<file path="src/rtl/csel_sync_nway_if.sv">
// Handshake bundle between an upstream controller and csel_sync_nway.
// Signal names are seen from the selector's side.
interface csel_sync_nway_if #(
  parameter int N_CH = 3
);
  logic            i_drive;
  logic            o_free;
  logic            o_fire;
  logic            o_busy;
  logic            o_timeout;
  logic [N_CH-1:0] i_valid;
  logic [N_CH-1:0] o_driveNext;
  logic [N_CH-1:0] i_freeNext;

  modport slave (
    input  i_drive, i_valid, i_freeNext,
    output o_free, o_fire, o_busy, o_driveNext, o_timeout
  );

  modport master (
    output i_drive, i_valid, i_freeNext,
    input  o_free, o_fire, o_busy, o_driveNext, o_timeout
  );
endinterface

</file>
<file path="src/rtl/csel_sync_nway.sv">
// Clocked N-way click selector: accept, settle delay, drive selected channels, await free.
// Optional WAIT watchdog enabled by defining CSEL_TIMEOUT_EN.
//
// state   | meaning
// IDLE    | waiting for i_drive
// DELAY   | datapath settle countdown
// DRIVE   | o_driveNext pulse cycle, free sampling starts
// WAIT    | collecting free pulses from selected channels
// DONE    | o_free pulse cycle
module csel_sync_nway #(
  parameter int N_CH      = 3,
  parameter int DELAY     = 4,
  parameter int MULTICAST = 1,
  parameter int WAIT_ALL  = 0,
  parameter int TIMEOUT   = 256
) (
  input logic               clk,
  input logic               rst,
  csel_sync_nway_if.slave   bus
);
  localparam int CW = (DELAY < 1) ? 1 : $clog2(DELAY + 1);
  localparam logic [CW-1:0] CNT_LOAD = CW'((DELAY > 0) ? DELAY - 1 : 0);

  typedef enum logic [2:0] {S_IDLE, S_DELAY, S_DRIVE, S_WAIT, S_DONE} state_t;

  state_t          r_state, w_state;
  logic [N_CH-1:0] r_sel, w_sel;
  logic [N_CH-1:0] r_got, w_got;
  logic [CW-1:0]   r_cnt, w_cnt;
  logic            r_fire, w_fire;
  logic            r_free, w_free;
  logic            r_busy, w_busy;
  logic [N_CH-1:0] r_drv, w_drv;

  logic [N_CH-1:0] w_sel_in;
  logic [N_CH-1:0] w_hit;
  logic            w_done;

  // x & -x isolates the lowest set bit for single-cast selection
  assign w_sel_in = (MULTICAST != 0) ? bus.i_valid
                                     : (bus.i_valid & (~bus.i_valid + N_CH'(1)));
  assign w_hit    = bus.i_freeNext & r_sel;
  assign w_done   = (WAIT_ALL != 0) ? ((r_got | w_hit) == r_sel) : (|w_hit);

`ifdef CSEL_TIMEOUT_EN
  localparam int TW = (TIMEOUT < 1) ? 1 : $clog2(TIMEOUT + 1);
  logic [TW-1:0] r_tcnt;
  logic          r_tmo, w_tmo;
`endif

  always_comb begin
    w_state = r_state;
    w_sel   = r_sel;
    w_got   = r_got;
    w_cnt   = r_cnt;
    w_fire  = 1'b0;
    w_free  = 1'b0;
    w_drv   = '0;
`ifdef CSEL_TIMEOUT_EN
    w_tmo   = 1'b0;
`endif
    case (r_state)
      S_IDLE: begin
        if (bus.i_drive) begin
          w_sel  = w_sel_in;
          w_got  = '0;
          w_fire = 1'b1;
          // An empty selection passes through DRIVE with a zero mask so
          // o_free still lands one cycle after o_fire.
          if ((w_sel_in == '0) || (DELAY == 0)) begin
            w_state = S_DRIVE;
            w_drv   = w_sel_in;
          end else begin
            w_state = S_DELAY;
            w_cnt   = CNT_LOAD;
          end
        end
      end
      S_DELAY: begin
        if (r_cnt == '0) begin
          w_state = S_DRIVE;
          w_drv   = r_sel;
        end else begin
          w_cnt = r_cnt - CW'(1);
        end
      end
      S_DRIVE: begin
        w_got = r_got | w_hit;
        if ((r_sel == '0) || w_done) begin
          w_state = S_DONE;
          w_free  = 1'b1;
        end else begin
          w_state = S_WAIT;
        end
      end
      S_WAIT: begin
        w_got = r_got | w_hit;
        if (w_done) begin
          w_state = S_DONE;
          w_free  = 1'b1;
        end
`ifdef CSEL_TIMEOUT_EN
        else if (r_tcnt == TW'(TIMEOUT - 1)) begin
          w_state = S_DONE;
          w_free  = 1'b1;
          w_tmo   = 1'b1;
        end
`endif
      end
      S_DONE: begin
        w_state = S_IDLE;
        w_got   = '0;
      end
      default: w_state = S_IDLE;
    endcase
    w_busy = (w_state != S_IDLE);
  end

  always_ff @(posedge clk or negedge rst) begin
    if (!rst) begin
      r_state <= S_IDLE;
      r_sel   <= '0;
      r_got   <= '0;
      r_cnt   <= '0;
      r_fire  <= 1'b0;
      r_free  <= 1'b0;
      r_busy  <= 1'b0;
      r_drv   <= '0;
    end else begin
      r_state <= w_state;
      r_sel   <= w_sel;
      r_got   <= w_got;
      r_cnt   <= w_cnt;
      r_fire  <= w_fire;
      r_free  <= w_free;
      r_busy  <= w_busy;
      r_drv   <= w_drv;
    end
  end

`ifdef CSEL_TIMEOUT_EN
  // Watchdog counts WAIT cycles only; it restarts on every WAIT entry.
  always_ff @(posedge clk or negedge rst) begin
    if (!rst) begin
      r_tcnt <= '0;
      r_tmo  <= 1'b0;
    end else begin
      r_tcnt <= (r_state == S_WAIT) ? (r_tcnt + TW'(1)) : '0;
      r_tmo  <= w_tmo;
    end
  end
  assign bus.o_timeout = r_tmo;
`else
  assign bus.o_timeout = 1'b0;
`endif

  assign bus.o_fire      = r_fire;
  assign bus.o_free      = r_free;
  assign bus.o_busy      = r_busy;
  assign bus.o_driveNext = r_drv;
endmodule
</file>
<file path="src/flat_wrapper.sv">
// flat-port wrapper written by rule: the top's interface ports become plain ports
module csel_sync_nway_flat 
#(
  parameter int N_CH      = 3,
  parameter int DELAY     = 4,
  parameter int MULTICAST = 1,
  parameter int WAIT_ALL  = 0,
  parameter int TIMEOUT   = 256
)
  (clk, rst, bus_i_drive, bus_i_valid, bus_i_freeNext, bus_o_free, bus_o_fire, bus_o_busy, bus_o_driveNext, bus_o_timeout);
  csel_sync_nway_if #(.N_CH(N_CH)) bus_i ();
  input logic clk;
  input logic rst;
  input wire logic [$bits(bus_i.i_drive)-1:0] bus_i_drive;
  input wire logic [$bits(bus_i.i_valid)-1:0] bus_i_valid;
  input wire logic [$bits(bus_i.i_freeNext)-1:0] bus_i_freeNext;
  output wire logic [$bits(bus_i.o_free)-1:0] bus_o_free;
  output wire logic [$bits(bus_i.o_fire)-1:0] bus_o_fire;
  output wire logic [$bits(bus_i.o_busy)-1:0] bus_o_busy;
  output wire logic [$bits(bus_i.o_driveNext)-1:0] bus_o_driveNext;
  output wire logic [$bits(bus_i.o_timeout)-1:0] bus_o_timeout;
  assign bus_i.i_drive = bus_i_drive;
  assign bus_i.i_valid = bus_i_valid;
  assign bus_i.i_freeNext = bus_i_freeNext;
  assign bus_o_free = bus_i.o_free;
  assign bus_o_fire = bus_i.o_fire;
  assign bus_o_busy = bus_i.o_busy;
  assign bus_o_driveNext = bus_i.o_driveNext;
  assign bus_o_timeout = bus_i.o_timeout;
  csel_sync_nway #(.N_CH(N_CH), .DELAY(DELAY), .MULTICAST(MULTICAST), .WAIT_ALL(WAIT_ALL), .TIMEOUT(TIMEOUT)) u_core (.clk(clk), .rst(rst), .bus(bus_i));
endmodule
</file>
<file path="config.mk">
export PLATFORM = sky130hd
export DESIGN_NAME = csel_sync_nway_flat
export DESIGN_NICKNAME = d
export VERILOG_FILES = /design/src/rtl/csel_sync_nway_if.sv /design/src/rtl/csel_sync_nway.sv /design/src/flat_wrapper.sv
export SDC_FILE = /design/constraint.sdc
export NUM_CORES = 1
export LEC_CHECK = 0
export BUFFER_PORTS_ARGS = -buffer_cell sky130_fd_sc_hd__buf_2
export CAP_MARGIN = 20
export CORE_MARGIN = 2
export CORE_UTILIZATION = 33
export DETAILED_ROUTE_END_ITERATION = 7
export PLACE_DENSITY = 0.66
export SYNTH_ARGS = -nofsm -noshare
export SYNTH_HDL_FRONTEND = slang
export SYNTH_SLANG_ARGS = --single-unit
</file>
<file path="constraint.sdc">
create_clock -name clk -period 3.3 [get_ports clk]
set_clock_uncertainty 0.2 [all_clocks]
set_input_delay 0.33 -clock clk [delete_from_list [all_inputs] [get_ports clk]]
set_output_delay 0.33 -clock clk [all_outputs]
set_load 0.01 [all_outputs]
</file>
==> impl_results.md, run 1 <==
- CTS root buf: clkbuf_4
- Initial core utilization: 36.21%
- Clk sinks: 15
- RSZ-0062 raised after global routing: false
- Worst setup margin: 1675 ps
- Clk slew on worst S/H paths: 90 ps
- Layout cell share with drive strength beyond 1: 31.88%
- DRT antenna net count: 0
- WHS Path Cells: 2
- Power Dens Cells: 812.8 mW/mm^2
- Cell variety after synth: 24
- Period minus WS final: 1625 ps
- Area of the die: 0.002326 mm^2
- Number of global-route vias before repair: 433
- Chip width: 48.23 um
- Most common cell after layout, fill and taps aside: dfrtp_1
- Ys Warns: 0
- DP Worst Slack: 1686 ps
- Max IR drop VDD: 343.0 uV
- RePlAce Congestion: 0.7358
- Sequential area share after synthesis: 58.14%
- GR Overflow Total: 0
- Total setup buffers inserted after CTS: 0
- Wire length per cell: 12.07 um
- Clk Latency, worst-skew pair: 280 ps
- DR iter-0 viols: 4
- Top cells by area, synth: dfrtp_1, mux2_2, ha_1
- R2R depth: 2
- Max_cap viols: 0
- Nets@finish: 81
- Crit. End Element: flip-flop
- Yosys top cell by area: dfrtp_1
- Routed vias/inst: 4.872
- Antenna diode count: 0
- CTS Buf Count: 3
- Mean Syn Cell Area: 12.66 um^2
- Pleak: 0.3840 nW
- Max FO, Critical Path: 7
- Setup CP Type: reg2reg
- Final WL: 1135 um
- First-pass GRT wire length: 1987 um
- CP startpoint kind: flip-flop
- CTS tree: yes
- Setup violations, final: 0
- Fmax achieved: 615.3 MHz
- Largest net degree at the start of global routing: 16
- Yosys top cell area share: 58.14%
- # hold bufs at CTS: 1
- Hold Fails Final Rpt: 0
- Status: finished clean
- Post_cts resized: 0
- Gr usage total: 12.80%
- Synth Register Bits: 15
- Total number of vias: 458
- Mapped Cells: 51
- Core area: 0.001783 mm^2
- Syn nets: 62
- Slew Viols, Final: 0
- CTS H-Tree Depth: 1
- Initial antenna violation count: 0
- Cell Area, Synth: 645.6 um^2
- First drt pass iteration count: 4
- I/O Pins: 16
- Clk buf depth: 2
- Area grow syn2layout: 20.16%
- Drt drc: 0
- Buffers on Ports: 14
- Req. time, crit path: 3260 ps
- Setup TNS: 0 ps
- Fin crit share: 49.25%
- Arrival @ worst endpoint: 1590 ps
- Post-DP HPWL: 840.2 um
- Min-Delay Path Class: in2reg
- Die Span Y: 48.23 um
- # rows: 15
- Most frequent cells in the layout: dfrtp_1, buf_2
power breakdown:
| group | leakage, nW | internal (mW) | switching, mW |
|---|---|---|---|
| clock | 0.0150 | 0.0468 | 0.0549 |
| combinational | 0.181 | 0.107 | 0.115 |
| sequential | 0.188 | 0.252 | 0.0544 |
layout make-up:
cell class / instances / area [um^2]
Multi-Input combinational cell: 32 / 251.5
Sequential cell: 15 / 375.4
Fill cell: 182 / 1007
Inverter: 3 / 11.26
Timing Repair Buffer: 15 / 80.08
Tap cell: 25 / 31.28
Clock buffer: 4 / 26.28
layer usage:
layer	wire [um]	vias up	share of wire [%]	global-route usage [%]
li1	-	220	-	-
met1	535	221	47	17.62
met2	512	15	45	17.37
met3	65	2	5.7	3.704
met4	21	0	1.9	8.108
met5	0	-	0	0
registers in the layout, indices dropped and copies added, names as in the netlist:
register / count
u_core.bus.o_free: 1
u_core.bus.o_driveNext: 3
u_core.r_cnt: 3
u_core.r_sel: 3
u_core.bus.o_busy: 1
u_core.r_state: 3
u_core.bus.o_fire: 1
critical path, stage by stage, from the launching register on:
cell     delay (ps)
dfrtp_1         440
nor4b_4         490
mux2_2          390
worst paths after layout:
kind / end / from / slack [ps]
max reg2reg: u_core.r_sel[1] / u_core.r_state[2] / 1670
min reg2reg: u_core.r_cnt[2] / u_core.r_cnt[2] / 320
min: u_core.r_sel[2] / bus_i_valid[2] / 90
max in group asynchronous: u_core.r_sel[1] / rst / 2370
min in group asynchronous: u_core.bus.o_driveNext[2] / rst / 280
max: u_core.r_sel[1] / u_core.r_state[2] / 1670
synthesized netlist by cell type:
library cell / number
nand3b_1: 2
o21ai_0: 1
nor2_1: 1
or3_1: 1
nand2b_1: 3
conb_1: 1
inv_1: 3
buf_4: 1
nand2_1: 1
nor4b_4: 1
ha_1: 2
and3_1: 2
mux2_2: 3
nor3b_2: 1
a32oi_1: 1
dfrtp_1: 15
nand3_1: 1
or4_1: 1
and2_1: 3
a221o_1: 1
a222oi_1: 1
a21oi_1: 3
nor3_1: 1
a22oi_1: 1
cell families (layout without fill, tap and decap cells):
kind of cell,count (synthesis),after routing,share of synthesized area [%]
AO/OA/AOI/OAI,8,8,8.720
adder cells (fa/ha/maj),2,2,3.875
flip-flops,15,15,58.14
buffers and inverters,4,22,2.907
other,1,1,0.5808
AND/OR/NAND/NOR,18,18,20.54
multiplexers,3,3,5.232
stage by stage:
stage	total power [mW]	util, %	cells	hold slack (ps)	instance area, um^2
2_1_floorplan	0.4625	-	51	-165.6	645.6
3_3_place_gp	0.5226	41.47	89	44.13	739.5
3_5_place_dp	0.5320	41.47	89	49.27	739.5
4_1_cts	0.6362	43.51	94	88.90	775.7
5_1_grt	0.6943	43.51	94	80.39	775.7
6_report	0.6305	43.51	94	89.61	775.7
(Power assumes the default switching activity.)
==> inputs of run 2 (changes only) <==
--- a/config.mk
+++ b/config.mk
@@ -5,12 +5,13 @@
 export SDC_FILE = /design/constraint.sdc
 export NUM_CORES = 1
 export LEC_CHECK = 0
+export ABC_AREA = 1
 export BUFFER_PORTS_ARGS = -buffer_cell sky130_fd_sc_hd__buf_2
 export CAP_MARGIN = 20
 export CORE_MARGIN = 2
 export CORE_UTILIZATION = 33
 export DETAILED_ROUTE_END_ITERATION = 7
-export PLACE_DENSITY = 0.66
+export PLACE_DENSITY = 0.67
 export SYNTH_ARGS = -nofsm -noshare
 export SYNTH_HDL_FRONTEND = slang
 export SYNTH_SLANG_ARGS = --single-unit
==> constraint.sdc (replaced) <==
create_clock -name clk -period 1.35 [get_ports clk]
set_clock_uncertainty 0.2 [all_clocks]
set_input_delay 0.135 -clock clk [delete_from_list [all_inputs] [get_ports clk]]
set_output_delay 0.135 -clock clk [all_outputs]
set_load 0.01 [all_outputs]
==> impl_results.md, run 2 <==
- Clk Latency, worst-skew pair: 300 ps
- Failing checks: setup timing
- GR Overflow Total: 0
- Drt drc: 0
- I/O Pins: 16
- Wire length per cell: 10.36 um
- Slew Viols, Final: 0
- Top cells by area, synth: dfrtp_1, nand2_1, nor2_1
- CTS H-Tree Depth: 1
- Mapped Cells: 85
- Number of global-route vias before repair: 551
- CP startpoint kind: flip-flop
- Total number of vias: 624
- Area grow syn2layout: 37.44%
- Yosys top cell by area: dfrtp_1
- Min-Delay Path Class: in2reg
- DR iter-0 viols: 13
- Pleak: 0.5320 nW
- DRT antenna net count: 0
- Post-synth EDFFs: 0
- Synth cell count leaders: nand2_1, dfrtp_1, nor2_1
- Chip width: 51.10 um
- RePlAce Congestion: 0.8347
- Gr usage total: 12.10%
- Period minus WS final: 1373 ps
- Layout cell share with drive strength beyond 1: 44.64%
- Fmax achieved: 728.1 MHz
- Layout fillers: 198
- Cell Area, Synth: 732.0 um^2
- Placed cell areas: 882.1 um^2
- Clk sinks: 15
- First-pass GRT wire length: 2283 um
- Max_cap viols: 0
- # rows: 17
- Setup CP Type: reg2reg
- Final Instance Area: 0.001006 mm^2
- Routed vias/inst: 4.457
- Fin Hold WS: 24.52 ps
- Setup violations, final: 2
- Async S/R FF share, synth: 100.0%
- Clk buf depth: 2
- Max IR drop VDD: 701.2 uV
- Clk slew on worst S/H paths: 90 ps
- Setup TNS: -24.16 ps
- Mean Syn Cell Area: 8.611 um^2
- Final WL: 1451 um
- Area of the die: 0.002611 mm^2
- Syn nets: 96
- Most frequent cells in the layout: nand2_1, dfrtp_1, buf_2
- Hold Fails Final Rpt: 0
- Die Span Y: 51.10 um
- Largest net degree at the start of global routing: 16
- Yosys top cell area share: 51.28%
- First drt pass iteration count: 4
- Worst setup margin: -23.37 ps
- Nets@finish: 124
- Max FO, Critical Path: 3
- Status: complete, but fails checks
- Storage cell area: 375.4 um^2
- Buffers on Ports: 14
- CP peak stage delay: 370 ps
- Cell variety after synth: 20
- Initial core utilization: 34.07%
- RSZ-0062 raised after global routing: true
- Ys Warns: 0
- Ys flop type: dfrtp_1
- Crit path cell chain: inv_2, ha_4, inv_4, nor2_4, a21oi_2, nand2_2, nand2_1, nand2_1
- Arrival @ worst endpoint: 1370 ps
- CTS tree: yes
- Sequential area share after synthesis: 51.28%
- Req. time, crit path: 1340 ps
- Synth Register Bits: 15
- DP Worst Slack: -70.66 ps
- Most common cell in the netlist: nand2_1
- Core area: 0.002148 mm^2
- CTS Buf Count: 3
- Initial antenna violation count: 0
- Most common cell after layout, fill and taps aside: nand2_1
- Antenna diode count: 0
- Power Dens Cells: 2207 mW/mm^2
- Crit-path slowest cell: dfrtp_1
- Cell mode on critical path: nand2_1
- Crit. End Element: flip-flop
- CTS root buf: clkbuf_4
- Multi-input gate area: 346.6 um^2
- Post-DP HPWL: 1011 um
- Fin crit share: 101.7%
[run 2: path summary, 6_finish.rpt]
kind                                   start                         to  slack, ps  depth (start not counted)
max                          u_core.r_cnt[0]            u_core.r_cnt[2]        -20                          8
min                        bus_i_freeNext[0]          u_core.bus.o_free         20                          4
max reg2reg                  u_core.r_cnt[0]            u_core.r_cnt[2]        -20                          8
min reg2reg                  u_core.r_sel[0]  u_core.bus.o_driveNext[0]        350                          2
max in group asynchronous                rst            u_core.r_cnt[0]        650                          2
min in group asynchronous                rst  u_core.bus.o_driveNext[1]         60                          2
[run 2: per-stage QoR]
step	utilization [%]	power [mW]	std cells
after floorplan	-	1.417	85
after global placement	41.06	1.724	131
after detailed placement	41.06	1.740	131
after CTS	45.37	2.092	140
after global routing	46.83	2.388	140
final	46.83	2.220	140
[run 2: area by class of cell]
class | instances | share of cell area [%]
timing repair buffer | 24 | 16.67
multi-input combinational | 55 | 34.45
inverter | 14 | 5.473
sequential | 15 | 37.31
clock buffer | 4 | 2.612
tap | 28 | 3.483
[run 2: report_power, final]
group	internal (mW)	total, mW	switching [mW]
logic	0.523	1.22	0.698
clock network	0.116	0.267	0.151
registers	0.625	0.732	0.107
[run 2: worst max-delay path: cells and delay by family (launching register included)]
| kind | cells | cell delay, ps |
|---|---|---|
| buf+inv | 2 | 120 |
| fa+ha+maj | 1 | 160 |
| flops | 1 | 370 |
| compound gates | 1 | 170 |
| simple gates | 4 | 240 |
[run 2: per-layer routing]
| layer | wire length, um | global-route usage (%) | share of wire [%] |
|---|---|---|---|
| met1 | 614 | 14.71 | 42 |
| met2 | 714 | 19.05 | 49 |
| met3 | 68 | 1.754 | 4.7 |
| met4 | 53 | 9.459 | 3.7 |
| met5 | 0 | 0 | 0 |
[run 2: kinds of logic (layout without fill, tap and decap cells)]
group	after synthesis	count (layout)	share of synthesized area (%)
AO/OA/AOI/OAI	9	9	7.349
flip-flops	15	15	51.28
AND/OR/NAND/NOR	42	42	28.03
buffers and inverters	15	42	8.205
adder cells (fa/ha/maj)	2	2	3.418
XOR/XNOR	1	1	1.197
other	1	1	0.5123
[run 2: what timing repair did]
item,CTS,global route
hold buffers,4,0
endpoints found under the setup margin,6,7
pin swaps,5,4
resized for setup,5,10
endpoints found under the hold margin,18,0
setup buffers,1,0
==> inputs of run 3 (changes only) <==
--- a/config.mk
+++ b/config.mk
@@ -8,10 +8,12 @@
 export ABC_AREA = 1
 export BUFFER_PORTS_ARGS = -buffer_cell sky130_fd_sc_hd__buf_2
 export CAP_MARGIN = 20
+export CELL_PAD_IN_SITES_DETAIL_PLACEMENT = 0
+export CELL_PAD_IN_SITES_GLOBAL_PLACEMENT = 2
 export CORE_MARGIN = 2
-export CORE_UTILIZATION = 33
+export CORE_UTILIZATION = 30
 export DETAILED_ROUTE_END_ITERATION = 7
-export PLACE_DENSITY = 0.67
+export PLACE_DENSITY = 0.87
 export SYNTH_ARGS = -nofsm -noshare
 export SYNTH_HDL_FRONTEND = slang
 export SYNTH_SLANG_ARGS = --single-unit
==> constraint.sdc (replaced) <==
create_clock -name clk -period 1.5 [get_ports clk]
set_clock_uncertainty 0.2 [all_clocks]
set_input_delay 0.15 -clock clk [delete_from_list [all_inputs] [get_ports clk]]
set_output_delay 0.15 -clock clk [all_outputs]
set_load 0.01 [all_outputs]
==> impl_results.md, run 3 (synthesis gave the netlist of run 2 again) <==
- Post-layout util: 40.51%
- First-pass GRT wire length: 2339 um
- Area of the die: 0.002851 mm^2
- First drt pass iteration count: 3
- Sequential share of power: 38.2%
- Slew Viols, Final: 0
- CP Buf/Inv Count: 2
- Storage cell area: 375.4 um^2
- Initial core utilization: 32.46%
- Chip width: 53.40 um
- Max FO, Critical Path: 3
- RSZ-0062 raised after global routing: false
- Status: finished clean
- DRT antenna net count: 0
- CP startpoint kind: input pin
- WHS Path Cells: 3
- Clk slew on worst S/H paths: 90 ps
- Worst setup margin: 99.09 ps
- Switching power: 0.7485 mW
- RePlAce Congestion: 0.7560
- Routed vias/inst: 4.237
- Crit path cell chain: dlygate4sd3_1, buf_2, nor2_1, nand2_1, nand2_1, nand2_1, nand2_1, o21ai_1
- Gr usage total: 11.42%
- Power Dens Cells: 1886 mW/mm^2
- Die Span Y: 53.40 um
- R2r setup slk: 100 ps
- Most frequent cells in the layout: nand2_1, dfrtp_1, buf_2
- Fin crit share: 93.39%
- Hold Fails Final Rpt: 0
- Setup CP Type: in2reg
- Clk pwr share: 13.0%
- Antenna diode count: 0
- Drt drc: 0
- Clk buf depth: 2
- CTS root buf: clkbuf_4
- Crit. End Element: flip-flop
- Hold worst-path end: u_core.bus.o_fire
- Total number of vias: 572
- Wire length per cell: 9.681 um
- Number of global-route vias before repair: 581
- Fin Hold WS: 36.83 ps
- # rows: 17
- Period minus WS final: 1401 ps
- Multi-input gate area: 305.3 um^2
- Area grow syn2layout: 24.79%
- Clk Latency, worst-skew pair: 280 ps
- CTS tree: yes
- Top delay family on crit path: buffers and inverters
- GR Overflow Total: 0
- Nets@finish: 119
- Initial antenna violation count: 0
- Clk sinks: 15
- Buffers on Ports: 14
- R2R depth: 8
- Arrival @ worst endpoint: 1360 ps
- Met1 WL: 629 um
- Cell mode on critical path: nand2_1
- Most common cell after layout, fill and taps aside: nand2_1
- Final WL: 1307 um
- CTS Buf Count: 3
- Finished Layout Cells: 135
- Internal power: 0.9745 mW
- WL met3: 26 um
- CTS H-Tree Depth: 1
- DR iter-0 viols: 9
- Req. time, crit path: 1460 ps
- Largest net degree at the start of global routing: 16
- Max IR drop VDD: 620.4 uV
- Uppermost layer routed: met4
- Pleak: 0.5000 nW
- Crit-path slowest cell: dlygate4sd3_1
- HP Start: bus_i_drive
- Post-DP HPWL: 1029 um
- Min-Delay Path Class: in2reg
- R2R Path End: u_core.r_cnt[2]
- Core area: 0.002255 mm^2
- Logic pwr share: 48.8%
- Total power: 1.723 mW
- I/O Pins: 16
- Max_cap viols: 0
- Setup violations, final: 0
- DR WL met2: 631 um
- Placed cell areas: 837.1 um^2
- Layout fillers: 263
- Final Instance Area: 913.4 um^2
- CP peak stage delay: 540 ps
- Fmax achieved: 713.8 MHz
- DP Worst Slack: 56.86 ps
- Post-Place Cells: 127
- Setup TNS: 0 ps
- Layout cell share with drive strength beyond 1: 37.38%
- Reg-to-Reg Start: u_core.r_cnt[0]
- Switching fraction of total power: 43.44%
run 3: layer usage:
| metal | up-vias | track usage (%) |
|---|---|---|
| li1 | 305 | - |
| met1 | 258 | 13.63 |
| met2 | 7 | 19.34 |
| met3 | 2 | 0.8475 |
| met4 | 0 | 7.692 |
| met5 | - | 0 |
run 3: final cells by class:
| type | instances | share of cell area [%] |
|---|---|---|
| Clock inverter | 1 | 0.5479 |
| Multi-Input combinational cell | 55 | 33.42 |
| Inverter | 14 | 5.753 |
| Sequential cell | 15 | 41.10 |
| Tap cell | 28 | 3.836 |
| Clock buffer | 3 | 2.466 |
| Timing Repair Buffer | 19 | 12.88 |
run 3: worst max-delay path by stage:
| stage | startpoint | endpoint | slack (ps) | cells after the start |
|---|---|---|---|---|
| floorplan | u_core.r_cnt[0] | u_core.r_cnt[2] | 140 | 8 |
| global placement | u_core.r_cnt[0] | u_core.r_cnt[2] | 90 | 8 |
| detailed placement | u_core.r_cnt[0] | u_core.r_cnt[2] | 60 | 8 |
| CTS | u_core.r_cnt[0] | u_core.r_cnt[2] | 4 | 8 |
| global route | bus_i_valid[1] | u_core.r_cnt[0] | 2 | 8 |
| finish | bus_i_valid[1] | u_core.r_cnt[0] | 100 | 8 |
run 3: worst register-to-register path, stage by stage, from the launching register on:
cell,delay [ps]
dfrtp_1,380
inv_2,50
ha_2,170
inv_2,60
nor2_2,40
a21oi_2,160
nand2_1,100
nand2_1,70
nand2_1,50
run 3: repair_timing:
item,in CTS,in global routing
setup buffers,0,0
gates resized for setup,0,6
hold buffers,4,0
hold endpoints to repair,18,0
endpoints found under the setup margin,0,7
run 3: power groups by stage:
stage	Sequential [mW]	Clock, mW	Combinational, mW
after detailed placement	0.659	0	0.808
final	0.658	0.224	0.841
after CTS	0.650	0.232	0.829
after floorplan	0.672	0	0.595
after global routing	0.676	0.251	0.972
after global placement	0.655	0	0.803
